`config.mk`:
```
export PLATFORM = sky130hd
export DESIGN_NAME = coin_pulser
export DESIGN_NICKNAME = d
export VERILOG_FILES = /design/src/rtl/coin_pulser_pkg.sv /design/src/rtl/coin_debounce.sv /design/src/rtl/coin_pulser.sv
export SDC_FILE = /design/constraint.sdc
export NUM_CORES = 1
export LEC_CHECK = 0
export CORE_MARGIN = 1.5
export CORE_UTILIZATION = 30
export DETAILED_ROUTE_END_ITERATION = 16
export PLACE_DENSITY = 0.57
export SYNTH_ARGS = -nofsm -noshare
export SYNTH_HDL_FRONTEND = slang
export SYNTH_HIERARCHICAL = 1
export SYNTH_SLANG_ARGS = --single-unit
```
`constraint.sdc`:
```
create_clock -name clk_sys -period 2.2 [get_ports clk_sys]
set_input_delay 0.66 -clock clk_sys [delete_from_list [all_inputs] [get_ports clk_sys]]
set_output_delay 0.66 -clock clk_sys [all_outputs]
set_load 0.02 [all_outputs]
```
`src/rtl/coin_pulser_pkg.sv`:
```
// coin_pulser_pkg
// Shared types and sizing helpers for the coin pulse conditioner.
//   cp_state_t    : output sequencer states (IDLE, PULSE, GAP)
//   cp_cnt_width  : width of a down-counter that holds max(a,b,c)
//   CP_TCNT_W     : tick-counter width for the default timing parameters
package coin_pulser_pkg;

    typedef enum logic [1:0] {
        IDLE  = 2'd0,
        PULSE = 2'd1,
        GAP   = 2'd2
    } cp_state_t;

    // Bits needed to hold the largest of three millisecond counts.
    function automatic int cp_cnt_width(input int a, input int b, input int c);
        int m;
        m = a;
        if (b > m) m = b;
        if (c > m) m = c;
        return $clog2(m + 1);
    endfunction

    localparam int CP_TCNT_W = cp_cnt_width(100, 100, 5);

endpackage

```
`src/rtl/coin_debounce.sv`:
```
// coin_debounce
// Debounces the raw coin request against the 1 ms timebase and emits a
// one-cycle press strobe on each accepted rising edge.
// Ports:
//   clk_sys : system clock
//   reset   : synchronous, active-high reset
//   tick    : one-cycle timebase strobe
//   din     : raw request, synchronous to clk_sys
//   level   : debounced level
//   press   : one cycle high when the debounced level rises
module coin_debounce
    import coin_pulser_pkg::*;
#(
    parameter int DEB_MS = 5
) (
    input  logic clk_sys,
    input  logic reset,
    input  logic tick,
    input  logic din,
    output logic level,
    output logic press
);

    localparam int CW = (DEB_MS > 1) ? $clog2(DEB_MS) : 1;

    logic [CW-1:0] cnt_reg;
    logic          level_reg;
    logic          press_reg;

    always_ff @(posedge clk_sys) begin
        if (reset) begin
            cnt_reg   <= '0;
            level_reg <= 1'b0;
            press_reg <= 1'b0;
        end else begin
            press_reg <= 1'b0;
            if (din == level_reg) begin
                // Any agreeing sample restarts the stability window.
                cnt_reg <= '0;
            end else if (tick) begin
                if (cnt_reg == CW'(DEB_MS - 1)) begin
                    level_reg <= ~level_reg;
                    cnt_reg   <= '0;
                    // Only the 0->1 transition counts as a press.
                    press_reg <= ~level_reg;
                end else begin
                    cnt_reg <= cnt_reg + CW'(1);
                end
            end
        end
    end

    assign level = level_reg;
    assign press = press_reg;

endmodule

```
`src/rtl/coin_pulser.sv`:
```
// coin_pulser
// Turns the merged coin request into clean fixed-width coin pulses:
// debounce, count presses into a saturating credit queue, then replay each
// credit as one pulse followed by a mandatory low gap.
// Optional feature macro: COIN_LOCKOUT_EN (adds the lockout input; presses
// seen while it is high are discarded and counted).
// Ports:
//   clk_sys  : system clock
//   reset    : synchronous, active-high reset
//   ce_6m    : clock enable feeding the 1 ms prescaler
//   hold     : 1 = do not launch new pulses (ROM download)
//   coin_in  : raw coin request, active high
//   lockout  : (COIN_LOCKOUT_EN only) discard presses while high
//   coin_out : conditioned coin pulse, active high
//   pending  : queued coins not yet emitted
//   overflow : one-cycle strobe, press arrived with the queue full
module coin_pulser
    import coin_pulser_pkg::*;
#(
    parameter int PRESCALE = 6000,
    parameter int DEB_MS   = 5,
    parameter int PULSE_MS = 100,
    parameter int GAP_MS   = 100,
    parameter int QDEPTH   = 7
) (
    input  logic                        clk_sys,
    input  logic                        reset,
    input  logic                        ce_6m,
    input  logic                        hold,
    input  logic                        coin_in,
`ifdef COIN_LOCKOUT_EN
    input  logic                        lockout,
`endif
    output logic                        coin_out,
    output logic [$clog2(QDEPTH+1)-1:0] pending,
    output logic                        overflow
);

    localparam int TW = cp_cnt_width(PULSE_MS, GAP_MS, DEB_MS);
    localparam int PW = $clog2(QDEPTH + 1);
    localparam int SW = (PRESCALE > 1) ? $clog2(PRESCALE) : 1;

    logic [SW-1:0] pre_reg;
    logic          tick_reg;
    logic          deb_level;
    logic          deb_press;
    logic          accept;

    cp_state_t     state_reg, state_next;
    logic [TW-1:0] tcnt_reg, tcnt_next;
    logic          coin_out_reg, coin_out_next;
    logic [PW-1:0] pending_reg, pending_next;
    logic          overflow_reg, overflow_next;
    logic          deq;

    // 1 ms timebase; keeps running during hold so debounce still works.
    always_ff @(posedge clk_sys) begin
        if (reset) begin
            pre_reg  <= '0;
            tick_reg <= 1'b0;
        end else begin
            tick_reg <= 1'b0;
            if (ce_6m) begin
                if (pre_reg == SW'(PRESCALE - 1)) begin
                    pre_reg  <= '0;
                    tick_reg <= 1'b1;
                end else begin
                    pre_reg <= pre_reg + SW'(1);
                end
            end
        end
    end

    coin_debounce #(
        .DEB_MS (DEB_MS)
    ) u_debounce (
        .clk_sys (clk_sys),
        .reset   (reset),
        .tick    (tick_reg),
        .din     (coin_in),
        .level   (deb_level),
        .press   (deb_press)
    );

`ifdef COIN_LOCKOUT_EN
    // Presses rejected by the lockout latch, kept for visibility.
    logic [7:0] discard_cnt_reg;

    always_ff @(posedge clk_sys) begin
        if (reset) begin
            discard_cnt_reg <= '0;
        end else if (deb_press && lockout) begin
            discard_cnt_reg <= discard_cnt_reg + 8'd1;
        end
    end

    assign accept = deb_press && deb_level && !lockout;
`else
    // press is only ever raised together with a high debounced level.
    assign accept = deb_press && deb_level;
`endif

    // Sequencer: launch from IDLE, then time PULSE and GAP on timebase ticks.
    always_comb begin
        state_next    = state_reg;
        tcnt_next     = tcnt_reg;
        coin_out_next = coin_out_reg;
        deq           = 1'b0;
        unique case (state_reg)
            IDLE: begin
                if ((pending_reg != '0) && !hold) begin
                    state_next    = PULSE;
                    coin_out_next = 1'b1;
                    tcnt_next     = TW'(PULSE_MS - 1);
                    deq           = 1'b1;
                end
            end
            PULSE: begin
                if (tick_reg) begin
                    if (tcnt_reg == '0) begin
                        state_next    = GAP;
                        coin_out_next = 1'b0;
                        tcnt_next     = TW'(GAP_MS - 1);
                    end else begin
                        tcnt_next = tcnt_reg - TW'(1);
                    end
                end
            end
            GAP: begin
                if (tick_reg) begin
                    if (tcnt_reg == '0) begin
                        state_next = IDLE;
                    end else begin
                        tcnt_next = tcnt_reg - TW'(1);
                    end
                end
            end
            default: begin
                state_next    = IDLE;
                coin_out_next = 1'b0;
            end
        endcase
    end

    // Credit queue: a press and a dequeue in the same cycle cancel out,
    // so a full queue only overflows when nothing is leaving it.
    always_comb begin
        pending_next  = pending_reg;
        overflow_next = 1'b0;
        if (accept && !deq) begin
            if (pending_reg == PW'(QDEPTH)) begin
                overflow_next = 1'b1;
            end else begin
                pending_next = pending_reg + PW'(1);
            end
        end else if (!accept && deq) begin
            pending_next = pending_reg - PW'(1);
        end
    end

    always_ff @(posedge clk_sys) begin
        if (reset) begin
            state_reg    <= IDLE;
            tcnt_reg     <= '0;
            coin_out_reg <= 1'b0;
            pending_reg  <= '0;
            overflow_reg <= 1'b0;
        end else begin
            state_reg    <= state_next;
            tcnt_reg     <= tcnt_next;
            coin_out_reg <= coin_out_next;
            pending_reg  <= pending_next;
            overflow_reg <= overflow_next;
        end
    end

    assign coin_out = coin_out_reg;
    assign pending  = pending_reg;
    assign overflow = overflow_reg;

endmodule
```
==> results of run 1 <==
## metal layers
metal	vias to the layer above	GRT usage, %	share of wire, %
met5	-	0	0
met3	2	4.62	3.2
met4	0	3.50	0.59
met2	20	21.1	48
met1	745	15.8	48
li1	844	-	-
## worst register-to-register path: stages (launching register included)
cell,delay [ns]
dfxtp_1,0.37
inv_1,0.10
ha_4,0.19
nand2b_4,0.08
nor2_4,0.04
nor2_1,0.13
xnor2_1,0.08
ha_2,0.19
nor2_2,0.13
nand3_1,0.10
a32oi_2,0.23
mux2_4,0.32
## power groups by stage
| stage | Combinational, uW | Sequential [uW] | Clock [uW] |
|---|---|---|---|
| 4_1_cts | 42.3 | 605 | 569 |
| 3_5_place_dp | 42.8 | 619 | 0 |
| 5_1_grt | 48.9 | 606 | 604 |
| 3_3_place_gp | 42.3 | 619 | 0 |
| 2_1_floorplan | 26.4 | 618 | 0 |
| 6_report | 43.9 | 606 | 545 |
## Yosys cell counts, types with 3 or more instances
library cell	n	area, um2
a2111oi_0	3	26.3
a21oi_1	10	50.1
dfxtp_1	33	661
ha_1	10	125
inv_1	10	37.5
mux2i_1	3	30.0
nand2_1	11	41.3
nand2b_1	5	31.3
nand3_1	12	60.1
nand4_1	4	25.0
nor2_1	22	82.6
nor2b_1	3	18.8
nor3_1	6	30.0
nor4_1	6	37.5
o21ai_0	9	45.0
o32ai_1	5	43.8
or3_1	4	25.0
or4_1	3	22.5
or4b_2	3	30.0
xnor2_1	5	43.8
xor2_1	7	61.3
## cell families (layout without fill, tap and decap cells)
| family | after synthesis | in the layout | synth area share, % |
|---|---|---|---|
| buffers and inverters | 17 | 39 | 5.00 |
| AND/OR/NAND/NOR | 95 | 95 | 29.4 |
| multiplexers | 4 | 4 | 2.17 |
| adder cells (fa/ha/maj) | 10 | 10 | 6.58 |
| AO/OA/AOI/OAI | 45 | 45 | 16.6 |
| flip-flops | 33 | 33 | 34.8 |
| XOR/XNOR | 12 | 12 | 5.53 |
## final timing paths
kind	startpoint	to	slack (ns)	cells past startpoint
worst max-delay path	hold	pending[2]$_SDFFE_PP0P_	0.07	10
worst min-delay path	coin_out$_SDFFE_PP0P_	coin_out$_SDFFE_PP0P_	0.47	2
worst max register to register	state_reg[1]$_SDFFE_PP0P_	pending[2]$_SDFFE_PP0P_	0.13	11
worst min register to register	coin_out$_SDFFE_PP0P_	coin_out$_SDFFE_PP0P_	0.47	2
## stage by stage
step / power [uW] / setup WS (ns) / util (%) / hold WS [ns]
floorplan: 645 / 0.0185 / - / 0.450
global placement: 661 / -0.480 / 35.3 / 0.460
detailed placement: 662 / -0.518 / 35.3 / 0.470
CTS: 1220 / 0.0137 / 37.1 / 0.479
global route: 1260 / 0.0000877 / 37.8 / 0.518
finish: 1190 / 0.0669 / 37.8 / 0.473
## layout make-up
| type | count | area (um2) | area share, % |
|---|---|---|---|
| multi-input cells | 166 | 1190 | 52.4 |
| flip-flops and latches | 33 | 661 | 29.0 |
| repair buffers | 22 | 188 | 8.24 |
| well taps | 75 | 93.8 | 4.12 |
| clock buffers | 5 | 68.8 | 3.02 |
| inverters | 10 | 37.5 | 1.65 |
| clock inverters | 2 | 35.0 | 1.54 |
## placed cells by master, fill, tap and decap left out, types with 3 or more instances in the layout
cell	synthesis	routed
a21oi_1	10	10
buf_4	1	13
nor2b_1	3	3
nor2_1	22	20
nand3_1	12	12
xnor2_1	5	5
o21ai_0	9	9
mux2i_1	3	3
ha_1	10	8
or4b_2	3	3
nand2_1	11	11
xor2_1	7	7
clkbuf_8	1	5
nor3_1	6	5
nand2b_1	5	4
or4_1	3	3
o32ai_1	5	5
a2111oi_0	3	3
clkdlybuf4s50_1	0	8
nor4_1	6	6
nand4_1	4	4
inv_1	10	10
or3_1	4	4
dfxtp_1	33	33
## repair_timing
item                       4_1_cts  5_1_grt
cloned                           0        0
setup endpoints to repair        1        1
resized for setup                2        9
pin swaps                        2        2
==> run summary, run 1 <==
setup TNS: 0 ns
Switching Fraction: 20.4%
largest net degree at the start of global routing: 14
RSZ-0062 raised after global routing: false
Rows: 28
Critical Path Start Type: input pin
DRC viols: 0
global route overflow: 0
sequential cell area fraction in the yosys report: 34.8%
layout cells sized above 1: 16.8%
CP max-delay cell: mux2_4
Syn-to-layout area delta: 19.8%
#FFs+latches synth: 33
Post-Syn Nets: 231
WL per Instance: 12.5 um
ys async rst share: 0%
core footprint: 6030 um2
outcome: finished, final reports clean
Ys Warns: 6
Highest Clock Rate: 469 MHz
Die Y: 82.6 um
Post-Layout Cell Count: 313
Iter 0 DRT Violations: 49
net switching power figure: 243 uW
CTS Root Cell: clkbuf_8
post-route cell area: 2280 um2
CTS sink count: 33
routed wire length: 3910 um
CP top delay family: simple AND/OR/NAND/NOR gates
routability cong.: 0.837
full die area: 6820 um2
predominant post-synthesis flop cell: dfxtp_1
worst min path class: reg -> reg
Max Cap Viol: 0
Layout fillers: 612
GRT Util Overall: 12.8%
First-pass DRT Iterations: 4
IO buf count: 9
Slew HR: 72.8%
CTS Hold Bufs: 0
Clock power frac: 45.6%
initial antenna violation count: 0
Chip Width: 82.6 um
nets@finish: 253
Post-Syn Area: 1900 um2
CP max FO: 4
Worst Path Class, Setup: in -> reg
clock-pin transition on the worst setup and hold timing paths: 0.07 ns
endpoints failing setup: 0
first-pass GRT wire length: 6700 um
Synth Instances: 216
combinational share of power: 3.7%
Largest register FFs: 13
CP required: 2.37 ns
Distinct cells, synth: 55
worst clock skew: 0.00344 ns
Pint: 951 uW
Worst-Margin Slew: 0.398 ns
final hold vios: 0
CTS Buf Count: 5
n_diodes: 0
clk_lat worst skew: 0.28 ns
WP data arrival: 2.30 ns
syn avg cell area: 8.80 um2
CTS tree: done
Final min period: 2.13 ns
post-CTS setup buffers: 0
Final Cycle Share: 97.0%
DR vias/cell: 5.15
hpwl dp: 2840 um
placed instance area: 2130 um2
EDFF count, synth: 0
H-tree depth: 2
crit path capture type: register
crit-path cells: clkdlybuf4s15_1, nand2b_4, nor2_4, nor2_1, xnor2_1, ha_2, nor2_2, nand3_1, a32oi_2, mux2_4
vias in the first global route: 1,518
Seq pwr share: 50.7%
worst path buffer plus inverter count: 1
vias post-DR: 1,611
leakage power: 0.000811 uW
max-slew violations: 0
Power Density: 524 nW/um2
initial core utilization: 31.5%
peak supply drop: 0.445 mV
ANT nets after route: 0
Ports: 10
CTS max path bufs: 2
largest stage delay on the critical path: 0.32 ns
cell total after placement: 306
(Power assumes the default switching activity.)
==> run 2, diff against run 1 <==
- PLACE_DENSITY: 0.57 -> 0.56
- clock period: 2.2 -> 2.3 ns (I/O delays scaled with it)
==> run 2 against run 1 <==
Combinational power hardly changed. Design area down 0.11%. Cell count is 0.32% higher. Total power up 0.13%. Sequential share of layout area about the same. First-iteration DRC count grew 2.0%. Count of clock-buffer cells in the layout is 2 higher. Wire length up 1.2%. Largest cell class unchanged. Register-to-register slack better by 0.03 ns. Sequential power fell by 4.5%.
==> run summary, run 2 (synthesis gave the netlist of run 1 again) <==
outcome: finished, final reports clean (unchanged)
CTS Buf Count: 5 (unchanged)
CTS Hold Bufs: 0 (unchanged)
largest stage delay on the critical path: 0.35 ns (was 0.32 ns)
worst min path class: reg -> reg (unchanged)
commonest non-fill, non-tap cell in the layout: dfxtp_1 (unchanged)
Rows: 28 (unchanged)
Max Cap Viol: 0 (unchanged)
DR vias/cell: 5.05 (was 5.15)
clk_lat worst skew: 0.29 ns (was 0.28 ns)
met2 usage: 20.2% (was 21.1%)
post-CTS setup buffers: 0 (unchanged)
post-CTS sizing: 7 (was 2)
CP required: 2.48 ns (was 2.37 ns)
routability cong.: 0.785 (was 0.837)
CTS tree: done (unchanged)
vias post-DR: 1,585 (was 1,611)
GR peak layer: met2 (unchanged)
final hold vios: 0 (unchanged)
WL per Instance: 12.6 um (was 12.5 um)
core footprint: 6030 um2 (unchanged)
CTS sink count: 33 (unchanged)
worst clock skew: 0.0118 ns (was 0.00344 ns)
CP top delay family: simple AND/OR/NAND/NOR gates (unchanged)
Crit path top cell by count: nor2_2
Setup WS post-layout: 0.143 ns (was 0.0669 ns)
nets@finish: 253 (unchanged)
Worst Path Class, Setup: in -> reg (unchanged)
sequential cell area: 661 um2 (unchanged)
most frequent cells in the layout: dfxtp_1 (33), nor2_1 (19), nand3_1 (12), buf_4 (12), nand2_1 (11) (was dfxtp_1 (33), nor2_1 (20), buf_4 (13), nand3_1 (12), nand2_1 (11))
initial antenna violation count: 0 (unchanged)
endpoints failing setup: 0 (unchanged)
First-pass DRT Iterations: 4 (unchanged)
Die Y: 82.6 um (unchanged)
H-tree depth: 2 (unchanged)
GRT Util Overall: 13.1% (was 12.8%)
vias in the first global route: 1,528 (was 1,518)
Syn-to-layout area delta: 19.7% (was 19.8%)
Iter 0 DRT Violations: 50 (was 49)
cell total after placement: 306 (unchanged)
DRC viols: 0 (unchanged)
Layout fillers: 616 (was 612)
GR Util met1: 17.7% (was 15.8%)
max-slew violations: 0 (unchanged)
crit path capture type: register (unchanged)
WP data arrival: 2.33 ns (was 2.30 ns)
first-pass GRT wire length: 6910 um (was 6700 um)
Slew HR: 67.0% (was 72.8%)
Worst-Margin Slew: 0.491 ns (was 0.398 ns)
worst path buffer plus inverter count: 1 (unchanged)
Power Density: 526 nW/um2 (was 524 nW/um2)
leakage power: 0.000817 uW (was 0.000811 uW)
Chip Width: 82.6 um (unchanged)
crit-path cells: dlygate4sd2_1, nand2b_4, nor2_4, nor2_2, xnor2_1, ha_2, nor2_2, nand3_1, a32oi_1, mux2_2 (was clkdlybuf4s15_1, nand2b_4, nor2_4, nor2_1, xnor2_1, ha_2, nor2_2, nand3_1, a32oi_2, mux2_4)
Final min period: 2.16 ns
largest net degree at the start of global routing: 26 (was 14)
full die area: 6820 um2 (unchanged)
layout cells sized above 1: 15.9% (was 16.8%)
Ports: 10 (unchanged)
RSZ-0062 raised after global routing: false (unchanged)
hold_ws: 0.475 ns (was 0.473 ns)
CP max-delay cell: mux2_2 (was mux2_4)
peak supply drop: 0.229 mV (was 0.445 mV)
Critical Path Start Type: input pin (unchanged)
clock-pin transition on the worst setup and hold timing paths: 0.07 ns (about the same)
Largest register FFs: 13 (unchanged)
Post-Layout Cell Count: 314 (was 313)
hpwl dp: 2790 um (was 2840 um)
Multi-input gate area: 1170 um2 (was 1190 um2)
IO buf count: 9 (unchanged)
global route overflow: 0 (unchanged)
dpl ws: -0.379 ns (was -0.518 ns)
initial core utilization: 31.5% (unchanged)
CTS max path bufs: 2 (unchanged)
CP max FO: 2 (was 4)
Final Cycle Share: 93.8%
CTS Root Cell: clkbuf_8 (unchanged)
ANT nets after route: 0 (unchanged)
M3 GR Usage: 3.63% (was 4.62%)
Layout Utilization: 37.7% (was 37.8%)
Highest Clock Rate: 464 MHz
n_diodes: 0 (unchanged)
routed wire length: 3960 um (was 3910 um)
run 2: report_power, final:
part | switching [uW] | internal, uW
registers | 4.34 | 575
clock network | 219 | 353
logic | 22.1 | 21.7
run 2: final cells by class:
| cell class | count | area share (%) |
|---|---|---|
| multi-input cells | 166 | 51.3 |
| flip-flops and latches | 33 | 29.0 |
| repair buffers | 22 | 8.75 |
| well taps | 75 | 4.13 |
| clock buffers | 7 | 3.80 |
| inverters | 10 | 1.65 |
| clock inverters | 1 | 1.32 |
run 2: per-stage QoR:
step / TNS (ns) / power [uW] / cell area (um2)
after floorplan: 0 / 617 / 1900
after CTS: 0 / 1220 / 2270
after global placement: -1.06 / 635 / 2140
final: 0 / 1200 / 2270
after global routing: 0 / 1250 / 2270
after detailed placement: -1.35 / 636 / 2140
run 2: worst min-delay path, delay by kind of cell, from the launching register on:
| kind | cells | cell delay [ns] |
|---|---|---|
| flip-flops | 1 | 0.31 |
| AO/OA/AOI/OAI | 2 | 0.12 |
run 2: worst paths after layout:
path,from,endpoint,slack (ns),cells past startpoint
hold / removal,coin_out$_SDFFE_PP0P_,coin_out$_SDFFE_PP0P_,0.47,2
hold reg to reg,coin_out$_SDFFE_PP0P_,coin_out$_SDFFE_PP0P_,0.47,2
setup reg to reg,pending[2]$_SDFFE_PP0P_,pending[2]$_SDFFE_PP0P_,0.16,9
setup / recovery,hold,pending[2]$_SDFFE_PP0P_,0.14,10
run 2: metal layers:
metal | vias to the layer above | wire [um] | part of all wire, %
met2 | 11 | 1770 | 45
li1 | 841 | - | -
met4 | 0 | 38 | 0.96
met5 | - | 0 | 0
met1 | 729 | 2050 | 52
met3 | 4 | 95 | 2.4
==> run 3, diff against run 2 <==
- SLEW_MARGIN: unset -> 20
- clock period: 2.3 -> 2.7 ns (I/O delays scaled with it)
==> run 3 against run 2 <==
Global-route usage shrank 0.40 points. Sequential power shrank 15%. Clock skew is 0.0038 ns lower. Combinational power shrank 15%. Clock power is 16% lower. Flip-flop and latch count unchanged. Critical path depth stayed put. Die area stayed put. Wire length is 0.43% lower. Design area decreased by 2.9%. Non-clock buffer count down 6.
==> run summary, run 3 (synthesis gave the netlist of run 1 again) <==
reg2reg end: pending[2]$_SDFFE_PP0P_ (unchanged)
final hold vios: 0 (unchanged)
max-slew violations: 0 (unchanged)
Critical Path Start Type: input pin (unchanged)
nets@finish: 247 (was 253)
sequential cell area: 661 um2 (unchanged)
H-tree depth: 2 (unchanged)
Syn-to-layout area delta: 16.3% (was 19.7%)
Worst Path Class, Setup: in -> reg (unchanged)
RSZ-0062 raised after global routing: false (unchanged)
placed instance area: 2090 um2 (was 2140 um2)
Layout Utilization: 36.7% (was 37.7%)
clock-pin transition on the worst setup and hold timing paths: 0.08 ns (was 0.07 ns)
vias in the first global route: 1,442 (was 1,528)
worst min path class: reg -> reg (unchanged)
Largest register FFs: 13 (unchanged)
IO buf count: 9 (unchanged)
Switching Fraction: 22.3% (was 20.5%)
reg2reg start: state_reg[0]$_SDFFE_PP0P_ (was pending[2]$_SDFFE_PP0P_)
WP data arrival: 2.69 ns (was 2.33 ns)
worst setup path start: hold (unchanged)
largest net degree at the start of global routing: 26 (unchanged)
CTS tree: done (unchanged)
Layout fillers: 623 (was 616)
Chip Width: 82.6 um (unchanged)
Rows: 28 (unchanged)
DRC viols: 0 (unchanged)
routability cong.: 0.781 (was 0.785)
leakage power: 0.000776 uW (was 0.000817 uW)
CP max FO: 2 (unchanged)
Max Cap Viol: 0 (unchanged)
Slew HR: 70.4% (was 67.0%)
Power Density: 457 nW/um2 (was 526 nW/um2)
ANT nets after route: 0 (unchanged)
initial core utilization: 31.5% (unchanged)
n_diodes: 0 (unchanged)
outcome: finished, final reports clean (unchanged)
vias post-DR: 1,571 (was 1,585)
Clock power frac: 47.5% (was 47.9%)
CTS max path bufs: 2 (unchanged)
Die Y: 82.6 um (unchanged)
WL per Instance: 12.8 um (was 12.6 um)
CP required: 2.88 ns (was 2.48 ns)
CTS sink count: 33 (unchanged)
full die area: 6820 um2 (unchanged)
peak supply drop: 0.331 mV (was 0.229 mV)
routed wire length: 3940 um (was 3960 um)
commonest non-fill, non-tap cell in the layout: dfxtp_1 (unchanged)
First-pass DRT Iterations: 4 (unchanged)
worst clock skew: 0.00803 ns (was 0.0118 ns)
Final min period: 2.52 ns
global route overflow: 0 (unchanged)
endpoints failing setup: 0 (unchanged)
Highest Clock Rate: 397 MHz
Final Cycle Share: 93.2%
hold_ws: 0.474 ns (was 0.475 ns)
DR vias/cell: 5.10 (was 5.05)
Iter 0 DRT Violations: 63 (was 50)
Post-Layout Cell Count: 308 (was 314)
Multi-input gate area: 1150 um2 (was 1170 um2)
net switching power figure: 225 uW (was 246 uW)
GRT Util Overall: 12.7% (was 13.1%)
Ports: 10 (unchanged)
post-route cell area: 2210 um2 (was 2270 um2)
hpwl dp: 2760 um (was 2790 um)
worst reg-to-reg path cell count: 11 (was 9)
setup TNS: 0 ns (unchanged)
cell total after placement: 300 (was 306)
combinational share of power: 3.7% (about the same)
most frequent cells in the layout: dfxtp_1 (33), nor2_1 (21), nand3_1 (12), nand2_1 (11) (was dfxtp_1 (33), nor2_1 (19), nand3_1 (12), buf_4 (12), nand2_1 (11))
Pint: 784 uW (was 950 uW)
layout cells sized above 1: 12.4% (was 15.9%)
CTS Buf Count: 5 (unchanged)
CTS Root Cell: clkbuf_8 (unchanged)
crit path capture type: register (unchanged)
clk_lat worst skew: 0.29 ns (about the same)
initial antenna violation count: 0 (unchanged)
Seq pwr share: 48.8% (was 48.4%)
post-CTS setup buffers: 0 (unchanged)
core footprint: 6030 um2 (unchanged)
reg2reg setup slack: 0.50 ns (was 0.16 ns)
Worst-Margin Slew: 0.433 ns (was 0.491 ns)
first-pass GRT wire length: 6710 um (was 6910 um)
worst setup path endpoint: pending[2]$_SDFFE_PP0P_ (unchanged)
run 3: cell type report:
cell class / count / area share, %
tap: 75 / 4.25
timing repair buffer: 16 / 7.02
multi-input combinational: 166 / 51.9
inverter: 10 / 1.70
sequential: 33 / 29.9
clock buffer: 5 / 3.11
clock inverter: 3 / 2.10
run 3: what timing repair did:
item | CTS | global route
endpoints found under the setup margin | 0 | 1
hold buffers | 0 | 0
resized for setup | 0 | 1
run 3: power groups by stage:
stage	logic, uW	registers [uW]	clock network (uW)
after floorplan	21.5	504	0
after global placement	36.9	504	0
after detailed placement	37.5	505	0
after CTS	37.5	493	498
after global routing	41.2	494	516
final	37.2	493	479
run 3: worst min path at each step:
stage | to | start | slack, ns | cells after the start
floorplan | pre_reg[12]$_SDFFE_PP0P_ | pre_reg[12]$_SDFFE_PP0P_ | 0.45 | 2
global placement | coin_out$_SDFFE_PP0P_ | coin_out$_SDFFE_PP0P_ | 0.46 | 2
detailed placement | coin_out$_SDFFE_PP0P_ | coin_out$_SDFFE_PP0P_ | 0.47 | 2
CTS | coin_out$_SDFFE_PP0P_ | coin_out$_SDFFE_PP0P_ | 0.48 | 2
global route | coin_out$_SDFFE_PP0P_ | coin_out$_SDFFE_PP0P_ | 0.51 | 2
finish | coin_out$_SDFFE_PP0P_ | coin_out$_SDFFE_PP0P_ | 0.47 | 2
run 3: critical path, cell delays in order:
cell and delay (ns):
clkdlybuf4s50_1 0.42, nand2b_1 0.17, nor2_2 0.12, nor2_1 0.07, xnor2_1 0.12, ha_1 0.20, nor2_1 0.13, nand3_1 0.09
a32oi_1 0.21, mux2_2 0.35
run 3: per-layer routing:
metal | routed length [um] | vias to the layer above | global-route usage [%]
li1 | - | 833 | -
met1 | 2010 | 718 | 17.2
met2 | 1790 | 18 | 19.4
met3 | 119 | 2 | 3.30
met4 | 15 | 0 | 4.50
met5 | 0 | - | 0
run 3: per-stage QoR:
stage | total power (uW) | worst slack (ns)
2_1_floorplan | 525 | 0.370
3_3_place_gp | 541 | -0.0693
3_5_place_dp | 542 | -0.107
4_1_cts | 1030 | 0.192
5_1_grt | 1050 | 0.0418
6_report | 1010 | 0.183
